### config.mk
export PLATFORM = sky130hd
export DESIGN_NAME = mult_unit_e
export DESIGN_NICKNAME = d
export VERILOG_FILES = /design/src/rtl/mult_unit_e.sv
export SDC_FILE = /design/constraint.sdc
export NUM_CORES = 1
export LEC_CHECK = 0
export CAP_MARGIN = 20
export CORE_MARGIN = 2
export CORE_UTILIZATION = 37
export DETAILED_ROUTE_END_ITERATION = 8
export PLACE_DENSITY = 0.65
export REMOVE_ABC_BUFFERS = 1
export SYNTH_ARGS = -nofsm -noshare
export SYNTH_HDL_FRONTEND = slang
export SYNTH_SLANG_ARGS = --single-unit
### constraint.sdc
create_clock -name CLK -period 9.9 [get_ports CLK]
set_input_delay 1.98 -clock CLK [delete_from_list [all_inputs] [get_ports CLK]]
set_output_delay 1.98 -clock CLK [all_outputs]
set_load 0.03 [all_outputs]
### src/rtl/mult_unit_e.sv
// rtl/mult_unit_e.sv - radix-2 shift-add 32x32 multiplier for the execute stage
// Signed operands are reduced to magnitudes at capture and the product is negated on the last iteration.
module mult_unit_e (
  input  logic        CLK,
  input  logic        reset,
  input  logic        start_multE,
  input  logic        mult_signE,
  input  logic [31:0] SrcAE,
  input  logic [31:0] SrcBE,
  input  logic        ReadHiLoE,
  output logic [31:0] HiE,
  output logic [31:0] LoE,
  output logic        mult_busyE,
  output logic        mult_doneE,
  output logic        StallMultE
);

  typedef enum logic [1:0] {
    S_IDLE = 2'd0,
    S_BUSY = 2'd1,
    S_DONE = 2'd2
  } state_t;

  state_t      r_state;
  state_t      w_next;
  logic [63:0] r_mcand;
  logic [63:0] r_acc;
  logic [31:0] r_mplier;
  logic [4:0]  r_cnt;
  logic        r_neg;
  logic [31:0] r_hi;
  logic [31:0] r_lo;

  logic        w_start;
  logic        w_last;
  logic [31:0] w_mag_a;
  logic [31:0] w_mag_b;
  logic [63:0] w_sum;
  logic [63:0] w_result;

  assign w_start  = start_multE && (r_state != S_BUSY);
  assign w_last   = (r_state == S_BUSY) && (r_cnt == 5'd31);
  assign w_mag_a  = (mult_signE && SrcAE[31]) ? (~SrcAE + 32'd1) : SrcAE;
  assign w_mag_b  = (mult_signE && SrcBE[31]) ? (~SrcBE + 32'd1) : SrcBE;
  assign w_sum    = r_acc + (r_mplier[0] ? r_mcand : 64'd0);
  assign w_result = r_neg ? (~w_sum + 64'd1) : w_sum;

  always_ff @(posedge CLK or posedge reset) begin
    if (reset) begin
      r_state <= S_IDLE;
    end else begin
      r_state <= w_next;
    end
  end

  always_comb begin
    w_next = r_state;
    case (r_state)
      S_IDLE:  if (start_multE) w_next = S_BUSY;
      S_BUSY:  if (w_last) w_next = S_DONE;
      S_DONE:  w_next = start_multE ? S_BUSY : S_IDLE;
      default: w_next = S_IDLE;
    endcase
  end

  always_comb begin
    mult_busyE = 1'b0;
    mult_doneE = 1'b0;
    StallMultE = 1'b0;
    case (r_state)
      S_BUSY: begin
        mult_busyE = 1'b1;
        StallMultE = start_multE | ReadHiLoE;
      end
      S_DONE:  mult_doneE = 1'b1;
      default: ;
    endcase
  end

  // HI/LO only move on the final iteration, so an abandoned multiply never leaks a partial sum
  always_ff @(posedge CLK or posedge reset) begin
    if (reset) begin
      r_mcand  <= 64'd0;
      r_mplier <= 32'd0;
      r_acc    <= 64'd0;
      r_cnt    <= 5'd0;
      r_neg    <= 1'b0;
      r_hi     <= 32'd0;
      r_lo     <= 32'd0;
    end else if (w_start) begin
      r_mcand  <= {32'd0, w_mag_a};
      r_mplier <= w_mag_b;
      r_acc    <= 64'd0;
      r_cnt    <= 5'd0;
      r_neg    <= mult_signE & (SrcAE[31] ^ SrcBE[31]);
    end else if (r_state == S_BUSY) begin
      r_acc    <= w_sum;
      r_mcand  <= {r_mcand[62:0], 1'b0};
      r_mplier <= {1'b0, r_mplier[31:1]};
      r_cnt    <= r_cnt + 5'd1;
      if (w_last) begin
        r_hi <= w_result[63:32];
        r_lo <= w_result[31:0];
      end
    end
  end

  assign HiE = r_hi;
  assign LoE = r_lo;

endmodule

Word level (Yosys, flattened, before mapping)
Cells that the tools add are included.
{"block": "classes", "addsub": 5, "eq_ne": 6, "muxes": 19, "bitwise": 7, "reduce_logical": 8}
{"op": "$mux W64", "n": 6}
{"op": "$mux W32", "n": 4}
{"op": "$add A32 B1 Y32 const B", "n": 2}
{"op": "$add A64 B1 Y64 const B", "n": 1}
{"op": "$add A64 B64 Y64", "n": 1}
{"op": "$not A32 Y32", "n": 2}
{"op": "$not A64 Y64", "n": 1}
{"op": "$mux W5", "n": 2}
{"op": "$pmux W2 S3", "n": 1}
{"op": "$add A5 B1 Y5 const B", "n": 1}
{"op": "$eq A5 B5 Y1 const B", "n": 1}
{"op": "$logic_and A1 B1 Y1", "n": 4}
{"op": "$mux W1", "n": 4}
{"op": "$mux W2", "n": 2}
{"op": "$ne A2 B2 Y1 const B", "n": 2}
{"op": "$reduce_and A3 Y1", "n": 1}
{"op": "$eq A2 B1 Y1 const B", "n": 1}
{"op": "$eq A2 B2 Y1 const B", "n": 1}
{"op": "$logic_not A2 Y1", "n": 1}
{"op": "$ne A2 B1 Y1 const B", "n": 1}
{"op": "$reduce_and A2 Y1", "n": 1}
{"op": "$reduce_bool A2 Y1", "n": 1}
{"op": "$and A1 B1 Y1", "n": 1}
{"op": "$not A1 Y1", "n": 1}
{"op": "other kinds (2)", "n": 2}
{"block": "word_totals", "register_bits": 232, "inputBits": 69, "wordCells": 53}

Depth between registers and ports, before layout
{"block": "logic_depth", "ltp_word": 5, "mapped_depth": 20}

Worst setup path after synthesis
No wires, ideal clock.
{"block": "synth_timing", "path_type": "input to output", "startpoint": "input start_multE", "endpoint": "output StallMultE", "t_arrival_ns": 2.969, "slack_ns": 4.951, "cell_stages": 4, "path_cell_list": "clkbuf_1 -> clkbuf_1 -> nor2_1 -> nor2_1"}
{"block": "synth_between", "elab_chain_len": 2}
{"item": "start, declared", "line": "6", "text": "input logic start_multE,"}
{"item": "$or A1 B1 Y1", "line": "73", "text": "StallMultE = start_multE | ReadHiLoE;"}
{"item": "$mux W1", "line": "70", "text": "case (r_state)"}
{"item": "end, declared", "line": "15", "text": "output logic StallMultE"}
No other way between the ends.

Worst setup path after layout
{"block": "layout_timing", "startpoint": "register r_mplier[0]", "endpoint": "register r_hi[28] (netlist: HiE[28])"}
{"block": "layout_between", "elab_chain_len": 5}
{"item": "start, declared", "line": "28", "text": "logic [31:0] r_mplier;"}
{"item": "start signal, assigned", "line": "92", "text": "r_mplier <= w_mag_b;"}
{"item": "start signal, assigned", "line": "99", "text": "r_mplier <= {1'b0, r_mplier[31:1]};"}
{"item": "$mux W64 *", "line": "45", "text": "assign w_sum = r_acc + (r_mplier[0] ? r_mcand : 64'd0);"}
{"item": "$add A64 B64 Y64 *", "line": "45"}
{"item": "$not A64 Y64", "line": "46", "text": "assign w_result = r_neg ? (~w_sum + 64'd1) : w_sum;"}
{"item": "$add A64 B1 Y64", "line": "46"}
{"item": "$mux W64 *", "line": "46"}
{"item": "end signal, assigned", "line": "102", "text": "r_hi <= w_result[63:32];"}
{"item": "end, declared", "line": "31", "text": "logic [31:0] r_hi;"}
Every way passes the cells marked *; elsewhere a longest branch is shown, timed or not.
A chain may end at the register's enable or synchronous reset.

==> results.cfg <==
[critical_path]
timing.critical_path.required_ns = 10.34
critPathSlowestCell = or4_1
critical-path-top-cell-by-count = xor2_1
cp_top_family = compound AO/OA/AOI/OAI gates
largest_stage_delay_on_the_critical_path_ns = 0.68
cp_cell_sequence = buf_4 > and2_1 > ha_1 > inv_1 > fa_1 > nand2b_1 > a21oi_2 > o211ai_1 > a311oi_1 > nor2_1 > o31ai_1 > xor2_1 > or4_1 > nand4bb_1 > o41ai_1 > xor2_1 > o21ai_0
crit_start_category = register
timing.critical_path.buf_inv = 2
arrival_ns = 6.22
crit_fanout = 64
cp-end-kind = register
critical_path_class = reg2reg

[sta]
worst_clock_skew_ns = 0.0360
rsz0062_at_grt = false
worst_hold_slack_ns = 0.473
postLayoutSetupSlackWorst_ns = 4.12
timing.final.crit_share_pct = 58.4
drv_slew = 0
final-hold-violation-count = 0
finalSetupTns_ns = 0
worst_slew_margin_rel_pct = 33.7
max_freq_mhz = 173
worst-slew-pin-transition_ns = 0.986
period_needed_ns = 5.78
setup_viol = 0

[final_layout]
finalNonFillerCells = 2813
synthToLayoutAreaGrowth_pct = 15.7
fin_nets = 2338
design_area_mm2 = 0.0193
drive_above_1_share_pct = 4.32
most_common_cell_after_layout_fill_and_taps_aside = nand2_1
layout.cells.most_common_list = 405 x nand2_1, 321 x o21ai_0, 231 x dfrtp_1

[detailed_routing]
wl_per_cell_um = 17.8
drc = 0
drtIter0Drc = 1349
detailed_route_via_count = 15500
postRouteAntennaNets = 0
dr.pass1.iters = 5
postRouteWirelength_um = 49900
vias_per_cell = 5.52

[synth]
ys_seq_area_share_pct = 34.7
synth_top_cells_by_area = dfrtp_1 35%, o21ai_0 9.6%, nand2_1 9.1%
synth_top_cell_by_area = dfrtp_1
synthesis.yosys.warnings = 0
syn-instance-count = 2157
synth.distinct_cells = 80
synth_top_cell_area_share_pct = 34.7
synth_async_sr_flop_share_pct = 100
synth_edf_count = 0
mapped_cell_area_mm2 = 0.0167
synth-seq-cells = 232
post_synth.cell_area_avg_um2 = 7.75
most_common_flop_cell_mapped_by_yosys = dfrtp_1

[die]
core-area_mm2 = 0.0444
ioPinCount = 136
initial_core_util_pct = 37.6
die_boundary_height_um = 217
core.rowCount = 77
die_area_mm2 = 0.0469
die-width_um = 217

[clock_tree]
max-clock-path-buffers = 3
cts_post_setup_buffers_inserted = 0
cts.hold.buffers_added = 0
cts_made_buffers = 28
cts.htree.levels = 1
clk_latency_ns = 0.60
cts.sinks = 232
postCtsResizedCells = 0
worst_setup_hold_path_clk_slew_ns = 0.06
cts_tree = yes
cts_root_buffer = clkbuf_16

[pwr]
leakage_uw = 0.00807
power_density_mw_per_mm2 = 297
power.ir.vdd_worst_mv = 0.130

[global_routing]
overflow = 0
grt_antenna_before_repair = 2
global_route.usage.met2_pct = 31.2
first_pass_grt_wire_length_um = 79900
grt_usage_pct = 20.9
global_route.usage.met1_pct = 31.6
use_met3_pct = 2.79
grt_start_max_net_pins = 148
grt_pass1_vias = 14500
grt_busiest_layer = met1

[placed_design]
dpl.hpwl_um = 37400
numPortBuffers = 135
gpl.final_weighted_congestion = 0.949
placement.cell_area_mm2 = 0.0184
dp.cells = 2762
place_ws_ns = 4.11

[status]
run_status = completed

[run]
max-cap-violations = 0

[worst_hold_path]
min_path_type = reg2reg
## state kept, by name, summed over array words and instances, names as in the netlist
register / count
r_state: 2
r_mplier: 32
r_acc: 64
r_mcand: 64
r_cnt: 5
LoE: 32
r_neg: 1
HiE: 32
## power by group
part | switching [uW] | leakage [uW] | internal [uW]
combinational | 2040 | 0.00483 | 1070
sequential | 250 | 0.00278 | 1330
clock | 425 | 0.000457 | 618
total | 2720 | 0.00807 | 3020
## through the flow
| stage | util [%] | power, uW |
|---|---|---|
| floorplan | - | 3680 |
| global placement | 41.4 | 4610 |
| detailed placement | 41.4 | 4670 |
| CTS | 43.5 | 5740 |
| global route | 43.5 | 6190 |
| finish | 43.5 | 5740 |
## tightest hold or removal path: cells and delay by family (launching register included)
| kind | cells | cell delay [ns] |
|---|---|---|
| AND/OR/NAND/NOR | 1 | 0.04 |
| flip-flops | 1 | 0.34 |
| AO/OA/AOI/OAI | 1 | 0.06 |
## cells by family after synthesis
kind of cell    synth area share (%)
compound gates                  23.3
xor+xnor                        8.38
fa+ha+maj                       5.21
buf+inv                         3.72
flops                           34.7
mux                            0.726
simple gates                    23.9
## final cells by class
class	count	area, um2
Antenna cell	1	2.50
Clock buffer	42	813
Clock inverter	8	115
Fill cell	4464	25100
Inverter	28	120
Multi-Input combinational cell	1764	10300
Sequential cell	232	5810
Tap cell	592	741
Timing Repair Buffer	146	1440
## routing by layer
| metal | share of wire (%) | wire length [um] | up-vias |
|---|---|---|---|
| met5 | 0.026 | 13 | - |
| met4 | 2.2 | 1110 | 2 |
| met3 | 5.9 | 2920 | 64 |
| met2 | 42 | 20900 | 404 |
| met1 | 50 | 25000 | 7340 |
| li1 | - | - | 7728 |
## final timing paths
check | startpoint | endpoint | slack (ns) | cells after the start
max in group asynchronous | reset | r_neg | 6.72 | 3
worst min-delay path | LoE[20] | LoE[20] | 0.47 | 2
worst min register to register | LoE[20] | LoE[20] | 0.47 | 2
worst max-delay path | r_mplier[0] | HiE[28] | 4.12 | 17
min in group asynchronous | reset | LoE[9] | 1.87 | 2
worst max register to register | r_mplier[0] | HiE[28] | 4.12 | 17
## Yosys cell counts (all sizes together), types with 3 or more instances
library cell,number
o41ai,15
o311ai,3
nand4,35
nand3,75
a211oi,11
or4,11
a2111oi,3
and3,16
a211o,3
clkbuf,114
a311oi,3
a21boi,5
nor3,30
and2,66
o21ai,334
nor2,135
a21oi,155
o21bai,5
a31oi,11
inv,28
or3,17
a21o,22
a22oi,5
o211ai,17
nor4,20
mux2i,11
buf,19
dfrtp,232
o31ai,41
or2,6
nor2b,9
a221o,3
nand2,406
xor2,98
and4,5
nand2b,11
xnor2,62
ha,68
o21a,9
a31o,5
No activity file was read; power rests on OpenSTA's default activity.
==> RTL edit (same flow settings) <==
The 3 states of `state_t` get a one-hot encoding in 3 bits.
--- a/src/rtl/mult_unit_e.sv
+++ b/src/rtl/mult_unit_e.sv
@@ -17,6 +17,6 @@
 
-  typedef enum logic [1:0] {
-    S_IDLE = 2'd0,
-    S_BUSY = 2'd1,
-    S_DONE = 2'd2
+  typedef enum logic [2:0] {
+    S_IDLE = 3'b001,
+    S_BUSY = 3'b010,
+    S_DONE = 3'b100
   } state_t;
Formal check against the unedited RTL: no difference found for any inputs over 10 cycles, from zero or initial values and one cycle with reset high; not proved beyond that.
==> RTL edit against the original RTL <==
  * Wire length rose by 6.9%
  * Via count rose by 2.2%
  * Combinational power fell by 41%
  * Area after synthesis rose by 3.7%
  * Maximum frequency fell by 2.6%
  * Cell area rose by 3.1%
  * Power fell by 28%
  * Sequential cell count rose by 1
  * Setup slack got worse by 150 ps
  * Critical endpoint is now HiE[29]
  * Largest cell class unchanged
==> RTL edit: results <==
# TYPE chip_impl_metric gauge
chip_impl_info{name="run_status",value="finished, final reports clean"} 1
chip_impl_metric{name="switching_share",unit="%"} 43.1
chip_impl_metric{name="routed-wl-met3",unit="um"} 3230
chip_impl_info{name="maxUsedRoutingLayer",value="met4"} 1
chip_impl_metric{name="syn_inst",unit=""} 2169
chip_impl_info{name="netlist_top_cells_count",value="416 x sky130_fd_sc_hd__nand2_1, 282 x sky130_fd_sc_hd__o21ai_0, 232 x sky130_fd_sc_hd__dfrtp_1, 116 x sky130_fd_sc_hd__a21oi_1, 110 x sky130_fd_sc_hd__clkbuf_1"} 1
chip_impl_metric{name="replace_congestion",unit=""} 0.953
chip_impl_metric{name="place.detailed.hpwl",unit="um"} 39700
chip_impl_metric{name="route.met2.wl",unit="um"} 23100
chip_impl_metric{name="place_inst",unit=""} 2788
chip_impl_metric{name="gr-usage-met2",unit="%"} 33.5
chip_impl_info{name="synth_top_cells_by_area",value="sky130_fd_sc_hd__dfrtp_1 33%, sky130_fd_sc_hd__nand2_1 9.0%, sky130_fd_sc_hd__o21ai_0 8.1%, sky130_fd_sc_hd__ha_1 4.9%, sky130_fd_sc_hd__xnor2_1 4.7%"} 1
chip_impl_metric{name="layout-drive-gt1-share",unit="%"} 5.06
chip_impl_metric{name="grt_util_all_layers",unit="%"} 21.8
chip_impl_metric{name="detail_route.iter0.violations",unit=""} 1261
chip_impl_metric{name="final-instance-count-excl-fill",unit=""} 2838
chip_impl_info{name="timing.critical_path.slowest_stage_cell",value="sky130_fd_sc_hd__nor4b_1"} 1
chip_impl_metric{name="share_of_the_yosys_chip_area_belonging_to_registers",unit="%"} 33.6
chip_impl_metric{name="nets",unit=""} 2349
chip_impl_metric{name="diodes",unit=""} 0
chip_impl_metric{name="finalClockSkew",unit="ps"} 37.0
chip_impl_metric{name="synth.lib_cells_used.distinct",unit=""} 94
chip_impl_metric{name="cp_data_arrival_time",unit="ps"} 6380
chip_impl_metric{name="drt_pre_antenna_iters",unit=""} 6
chip_impl_metric{name="grt_use_met3",unit="%"} 3.01
chip_impl_metric{name="compound_gate_portion_of_the_synthesized_area",unit="%"} 22.3
chip_impl_metric{name="totalWireLength",unit="um"} 53400
chip_impl_metric{name="post_synth_mux_area_share",unit="%"} 0.946
chip_impl_metric{name="cp_slowest_stage_delay",unit="ps"} 720
-- RTL edit: cell types whose count changed in the layout (fill, tap and decap cells not counted), sizes merged, moves of 15 or more --
cell    delta
nand3b   +102
nor2      -47
nand3     -41
xor2      -36
a21oi     -35
xnor2     +31
o21ai     -15
-- RTL edit: per-stage QoR --
| stage | util [%] | worst slack, ps | hold slack, ps | cell area, um2 |
|---|---|---|---|---|
| 2_1_floorplan | - | 1530 | 445 | 16800 |
| 3_3_place_gp | 41.0 | 4270 | 452 | 19000 |
| 3_5_place_dp | 41.0 | 4090 | 464 | 19000 |
| 4_1_cts | 43.0 | 4030 | 478 | 19900 |
| 5_1_grt | 43.0 | 3460 | 485 | 19900 |
| 6_report | 43.0 | 3970 | 472 | 19900 |
-- RTL edit: final timing paths --
path,slack [ps],endpoint,cells past startpoint,start
worst max-delay path,3970,HiE[29],15,r_mplier[0]
max in group asynchronous,6460,r_acc[35],3,reset
worst max register to register,3970,HiE[29],15,r_mplier[0]
worst min-delay path,470,HiE[3],2,HiE[3]
worst min register to register,470,HiE[3],2,HiE[3]
min in group asynchronous,1980,LoE[3],2,reset
-- RTL edit: cell type report --
cell class	count	area [um2]
timing repair buffer	150	1470
clock buffer	34	733
sequential	233	5830
inverter	35	141
clock inverter	16	183
fill	4590	26400
multi-input combinational	1763	10800
tap	607	759
-- RTL edit: worst register-to-register path: stages, from the launching register on --
cell and delay [ps]:
sky130_fd_sc_hd__dfrtp_1 390, sky130_fd_sc_hd__buf_4 310, sky130_fd_sc_hd__and2_1 250, sky130_fd_sc_hd__ha_1 390, sky130_fd_sc_hd__a21o_1 190, sky130_fd_sc_hd__nand3_1 120, sky130_fd_sc_hd__a311oi_1 600, sky130_fd_sc_hd__o2111a_1 530
sky130_fd_sc_hd__o211ai_1 210, sky130_fd_sc_hd__a21boi_0 330, sky130_fd_sc_hd__o21ai_0 250, sky130_fd_sc_hd__nor4b_1 720, sky130_fd_sc_hd__nand4bb_1 620, sky130_fd_sc_hd__o31ai_1 510, sky130_fd_sc_hd__xor2_1 110, sky130_fd_sc_hd__mux2_2 270
-- RTL edit: kinds of logic (layout without fill, tap and decap cells) --
kind of cell,Yosys count,in the layout
adder cells (fa/ha/maj),69,69
multiplexers,16,16
AO/OA/AOI/OAI,629,629
buffers and inverters,173,235
XOR/XNOR,155,155
flip-flops,233,233
AND/OR/NAND/NOR,894,894
-- RTL edit: power by group through the flow --
stage | clock network (mW) | registers [mW] | logic (mW)
floorplan | 0 | 1.24 | 1.26
global placement | 0 | 1.27 | 1.77
detailed placement | 0 | 1.27 | 1.79
CTS | 1.07 | 1.25 | 1.80
global route | 1.11 | 1.28 | 2.01
finish | 1.04 | 1.26 | 1.82
